--- src/rtl/fp_pkg.sv ---
// Shared single-precision field constants and accumulator FSM states.
// The converter and the later FP stages import this package as well.
package fp_pkg;
    localparam int EXP_W = 8;
    localparam int MAN_W = 23;
    localparam int BIAS  = 127;

    localparam logic [EXP_W-1:0] EXP_INF = 8'hFF;
    localparam logic [31:0]      FP_ZERO = 32'h0000_0000;
    localparam logic [31:0]      FP_PINF = 32'h7F80_0000;

    typedef enum logic [2:0] {
        IDLE,
        ALIGN,
        ADD,
        NORM,
        DONE
    } state_t;
endpackage

--- src/rtl/fp_align_shift.sv ---
// Significand alignment shifter: truncating right shift, zero once every
// bit of the 24-bit significand would be shifted out.
module fp_align_shift (
    input  logic [23:0] sig_i,
    input  logic [7:0]  shamt_i,
    output logic [23:0] sig_o
);
    // Shift amounts of 24 or more leave nothing of the significand.
    always_comb begin
        sig_o = 24'd0;
        if (shamt_i < 8'd24) sig_o = sig_i >> shamt_i;
    end
endmodule

--- src/rtl/fp_accumulator.sv ---
// Sums N_SAMPLES non-negative singles with an ALIGN/ADD/NORM sequence per
// operand, then holds the result until the downstream stage takes it.
module fp_accumulator
    import fp_pkg::*;
#(
    parameter int N_SAMPLES = 16,
    parameter int CNT_W     = 5
) (
    input  logic        clk,
    input  logic        rst,
    input  logic        in_valid,
    output logic        in_ready,
    input  logic [31:0] in_data,
    output logic        sum_valid,
    input  logic        sum_ready,
    output logic [31:0] sum_data,
    output logic        overflow
);
    state_t           state_q, state_d;
    logic [31:0]      acc_q, acc_d, opb_q, opb_d;
    logic [CNT_W-1:0] cnt_q, cnt_d;
    logic             ovf_q, ovf_d;
    // Pipeline-stage scratch registers carried between ALIGN, ADD and NORM.
    logic [EXP_W-1:0] exp_q, exp_d;
    logic [23:0]      big_q, big_d, sml_q, sml_d;
    logic [24:0]      sum_q, sum_d;
    logic             inf_q, inf_d, zero_q, zero_d;

    logic [EXP_W-1:0] ea, eb, shamt, n_exp;
    logic [23:0]      sa, sb, sh_in, sh_out;
    logic [MAN_W-1:0] n_man;
    logic             acc_big;

    // Operand decode: exponent 0 flushes to zero regardless of mantissa.
    always_comb begin
        ea      = acc_q[30:23];
        eb      = opb_q[30:23];
        sa      = (ea == '0) ? 24'd0 : {1'b1, acc_q[22:0]};
        sb      = (eb == '0) ? 24'd0 : {1'b1, opb_q[22:0]};
        acc_big = (ea >= eb);
        shamt   = acc_big ? (ea - eb) : (eb - ea);
        sh_in   = acc_big ? sb : sa;
    end

    fp_align_shift u_shift (
        .sig_i   (sh_in),
        .shamt_i (shamt),
        .sig_o   (sh_out)
    );

    // Post-add normalization: a carry into bit 24 costs one truncating shift.
    always_comb begin
        n_exp = exp_q;
        n_man = sum_q[22:0];
        if (sum_q[24]) begin
            n_exp = exp_q + 8'd1;
            n_man = sum_q[23:1];
        end
    end

    // FSM next state and datapath next values.
    always_comb begin
        state_d = state_q;
        acc_d   = acc_q;
        opb_d   = opb_q;
        cnt_d   = cnt_q;
        ovf_d   = ovf_q;
        exp_d   = exp_q;
        big_d   = big_q;
        sml_d   = sml_q;
        sum_d   = sum_q;
        inf_d   = inf_q;
        zero_d  = zero_q;
        case (state_q)
            IDLE: begin
                if (in_valid) begin
                    // Input sign is ignored: operands are always non-negative.
                    opb_d   = in_data & 32'h7FFF_FFFF;
                    state_d = ALIGN;
                end
            end
            ALIGN: begin
                exp_d   = acc_big ? ea : eb;
                big_d   = acc_big ? sa : sb;
                sml_d   = sh_out;
                inf_d   = ((acc_q & FP_PINF) == FP_PINF) || ((opb_q & FP_PINF) == FP_PINF);
                zero_d  = ((acc_q | opb_q) & FP_PINF) == FP_ZERO;
                state_d = ADD;
            end
            ADD: begin
                sum_d   = {1'b0, big_q} + {1'b0, sml_q};
                state_d = NORM;
            end
            NORM: begin
                if (inf_q || n_exp == EXP_INF) begin
                    acc_d = FP_PINF;
                    ovf_d = 1'b1;
                end else if (zero_q) begin
                    acc_d = FP_ZERO;
                end else begin
                    acc_d = {1'b0, n_exp, n_man};
                end
                cnt_d   = cnt_q + 1'b1;
                state_d = (cnt_q + 1'b1 == CNT_W'(N_SAMPLES)) ? DONE : IDLE;
            end
            DONE: begin
                if (sum_ready) begin
                    acc_d   = FP_ZERO;
                    cnt_d   = '0;
                    ovf_d   = 1'b0;
                    state_d = IDLE;
                end
            end
            default: state_d = IDLE;
        endcase
    end

    // State and datapath registers; reset discards any partial batch.
    always_ff @(posedge clk or posedge rst) begin
        if (rst) begin
            state_q <= IDLE;
            acc_q   <= FP_ZERO;
            opb_q   <= FP_ZERO;
            cnt_q   <= '0;
            ovf_q   <= 1'b0;
            exp_q   <= '0;
            big_q   <= '0;
            sml_q   <= '0;
            sum_q   <= '0;
            inf_q   <= 1'b0;
            zero_q  <= 1'b0;
        end else begin
            state_q <= state_d;
            acc_q   <= acc_d;
            opb_q   <= opb_d;
            cnt_q   <= cnt_d;
            ovf_q   <= ovf_d;
            exp_q   <= exp_d;
            big_q   <= big_d;
            sml_q   <= sml_d;
            sum_q   <= sum_d;
            inf_q   <= inf_d;
            zero_q  <= zero_d;
        end
    end

    assign in_ready  = (state_q == IDLE);
    assign sum_valid = (state_q == DONE);
    assign sum_data  = acc_q;
    assign overflow  = ovf_q;
endmodule

--- config.mk ---
export PLATFORM = sky130hd
export DESIGN_NAME = fp_accumulator
export DESIGN_NICKNAME = d
export VERILOG_FILES = /design/src/rtl/fp_pkg.sv /design/src/rtl/fp_align_shift.sv /design/src/rtl/fp_accumulator.sv
export SDC_FILE = /design/constraint.sdc
export NUM_CORES = 1
export LEC_CHECK = 0
export BUFFER_PORTS_ARGS = -buffer_cell sky130_fd_sc_hd__buf_2
export CORE_MARGIN = 4
export CORE_UTILIZATION = 50
export DETAILED_ROUTE_END_ITERATION = 8
export GPL_TIMING_DRIVEN = 1
export PLACE_DENSITY = 0.71
export RECOVER_POWER = 25
export SYNTH_ARGS = -nofsm -noshare
export SYNTH_HDL_FRONTEND = slang
export SYNTH_HIERARCHICAL = 1
export SYNTH_SLANG_ARGS = --single-unit
--- constraint.sdc ---
create_clock -name clk -period 4.7 [get_ports clk]
set_clock_uncertainty 0.15 [all_clocks]
set_input_delay 0.47 -clock clk [delete_from_list [all_inputs] [get_ports clk]]
set_output_delay 0.47 -clock clk [all_outputs]
set_load 0.05 [all_outputs]
==> impl_metrics.yaml <==
timing:
  fin_crit_ns: 4.49
  tns_ns: 0
  maxSlewViolCount: 155
  worst_slew_pin_slew_ns: 3.90
  clock.fmax_ghz: 0.223
  fin_crit_sh_pct: 95.4
  rsz0062_at_grt: "true"
  whs_ns: 0.0901
  slew_headroom_pct: -160
  setup_viol_count_final: 0
  hold_viol_final: 0
setup_path:
  worstSetupPathType: "flop to flop"
  rrSetupSlack_ns: 0.21
  cp-startpoint: "opb_q[27]"
  crit_fanout: 17
  r2r_end: "sml_q[6]"
  startpoint_type: "flop"
  crit_required_ns: 4.91
  cp-end-kind: "flop"
  timing.rr.start: "opb_q[27]"
  reg2regPathDepth: 15
  cp.arrival_ns: 4.70
synthesis:
  ys_seq_area_share_pct: 37.2
  avgSynthCellArea_um2: 9.05
  synthArstFlopShare_pct: 100
  synthTopCellsByArea: "dfrtp_1 (37%), nand2_1 (8.0%), ha_1 (6.0%)"
  syn_inst: 1146
  synth_ff_type: "dfrtp_1"
  synth.most_common_cell: "nand2_1"
  netlist_top_cells_count: "nand2_1 (221), dfrtp_1 (154), nor2_1 (76), o21ai_0 (65), mux2i_1 (59)"
  netlist_area_mm2: 0.0104
  ys_types: 75
  synth_nets: 1235
  synth_edf_count: 0
  yosysTopAreaCell: "dfrtp_1"
  ys_ff_latch: 154
  yosys_warnings: 6
  synth_top_cell_area_share_pct: 37.2
cts:
  cts_buffers: 17
  h-tree-depth: 4
  cts_hold_buffers: 0
  tritoncts: "done"
  clkLatencyLatePin_ns: 0.43
  cts_resized: 0
  post_cts.repair.setup_buffers: 0
  clkTransAtPathRegs_ns: 0.07
  cts_sinks: 154
  clk_path_buf_depth: 2
  cts_root_buffer: "clkbuf_16"
placement:
  dp_hpwl_mm: 20.3
  gp_congestion: 0.972
  placed_cell_area_mm2: 0.0110
  numPortBuffers: 68
floorplan:
  core_area_mm2: 0.0203
  ios: 71
  start_util_pct: 51.1
  dieArea_mm2: 0.0231
  fp-row-count: 52
  fp.dieW_um: 152
  die_h_um: 152
finish:
  fin_nets: 1284
  syn2layout_area_growth_pct: 11.8
  fin_area_mm2: 0.0116
  fill_cells: 1859
  drive_above_1_share_pct: 16.3
  diodes: 0
global_route:
  grt_usage_pct: 24.9
  grt_max_degree: 155
  grt-ovfl-total: 0
  grt_pass1_vias: 8566
  antenna_found_initial: 1
  grt_pass1_wl_mm: 46.9
min_path:
  hold_depth: 3
  holdCritPathClass: "input port to flop"
  min_to: "opb_q[30]"
  hp-start: "in_data[30]"
drt:
  routedWlPerCell_um: 19.6
  drtIter0Drc: 731
  wirelength_mm: 29.0
  detail-route-antenna-nets: 0
  vias: 8913
  drtPass1Iterations: 5
  via_per_inst: 6.03
  drc: 0
run:
  max_cap_violations: 1
outcome:
  violations: "max-capacitance violations, max-slew violations"
  status: "finished with violations"
==> cells by family after synthesis <==
group | synth area share [%]
simple gates | 18.6
compound gates | 17.3
flops | 37.2
mux | 13.6
buf+inv | 4.31
fa+ha+maj | 6.61
xor+xnor | 2.37
other cells | 0.0362
==> worst max-delay path by stage <==
| stage | end | depth (start not counted) | slack, ns |
|---|---|---|---|
| floorplan | sml_q[1] | 18 | 0.37 |
| global placement | sml_q[1] | 14 | 0.30 |
| detailed placement | sml_q[9] | 14 | 0.22 |
| CTS | sml_q[9] | 14 | 0.20 |
| global route | sml_q[6] | 15 | -0.06 |
| finish | sml_q[6] | 15 | 0.21 |
==> worst max-delay path, stage by stage (launching register included) <==
cell	delay, ns
dfrtp_1	0.42
inv_1	0.10
ha_1	0.39
or3_1	0.42
nor4_1	0.40
o41ai_4	0.14
a21oi_2	0.77
buf_4	0.28
a22o_1	0.28
mux4_2	0.28
mux2_2	0.16
a21oi_1	0.06
o21ai_1	0.09
nor3b_1	0.29
nand2_1	0.09
nand2_1	0.08
==> per-stage QoR <==
stage / std cells / util [%] / setup WS, ns
after floorplan: 1146 / - / 0.372
after global placement: 1446 / 54.2 / 0.305
after detailed placement: 1446 / 54.2 / 0.217
after CTS: 1478 / 57.1 / 0.199
after global routing: 1478 / 57.1 / -0.0561
final: 1478 / 57.1 / 0.215
==> per-layer routing <==
metal | up-vias | part of all wire, % | track usage, %
met5 | - | 0 | 0
met4 | 0 | 1.6 | 6.34
met1 | 4405 | 46 | 35.4
met3 | 31 | 5.4 | 4.21
li1 | 4204 | - | -
met2 | 273 | 47 | 39.7
==> state kept, by name, summed over array words and instances (netlist names) <==
signal / cells
opb_q: 31
big_q: 24
sml_q: 24
state_q: 3
inf_q: 1
zero_q: 1
sum_q: 25
cnt_q: 5
sum_data: 31
exp_q: 8
overflow: 1
==> cell type report <==
type                    instances  area, um2  share of cell area [%]
clock buffers                  20        457                    3.94
clock inverters                12        140                    1.21
inverters                      30        116                    1.00
multi-input cells             895       6110                    52.7
flip-flops and latches        154       3850                    33.3
well taps                     270        338                    2.91
repair buffers                 97        579                    5.00
==> layout by cell type, fill, tap and decap left out, types with 8 or more instances in the layout <==
cell,netlist,routed
a21o_1,14,14
a21oi_1,45,44
a221o_1,10,10
a22o_1,24,24
a31oi_1,31,31
and3_1,10,10
buf_2,12,67
buf_4,4,26
clkbuf_16,0,17
dfrtp_1,154,154
ha_1,50,50
inv_1,30,29
mux2_2,37,37
mux2i_1,59,58
mux4_2,16,16
nand2_1,221,221
nand3_1,37,37
nand4_1,13,13
nor2_1,76,76
o211ai_1,8,8
o21ai_0,65,65
o21ai_1,10,10
or2_1,25,25
xnor2_1,17,16
xor2_1,11,11
Power is not shown: default switching activity piles up to over one toggle a cycle in this logic, so the estimate is an artifact.
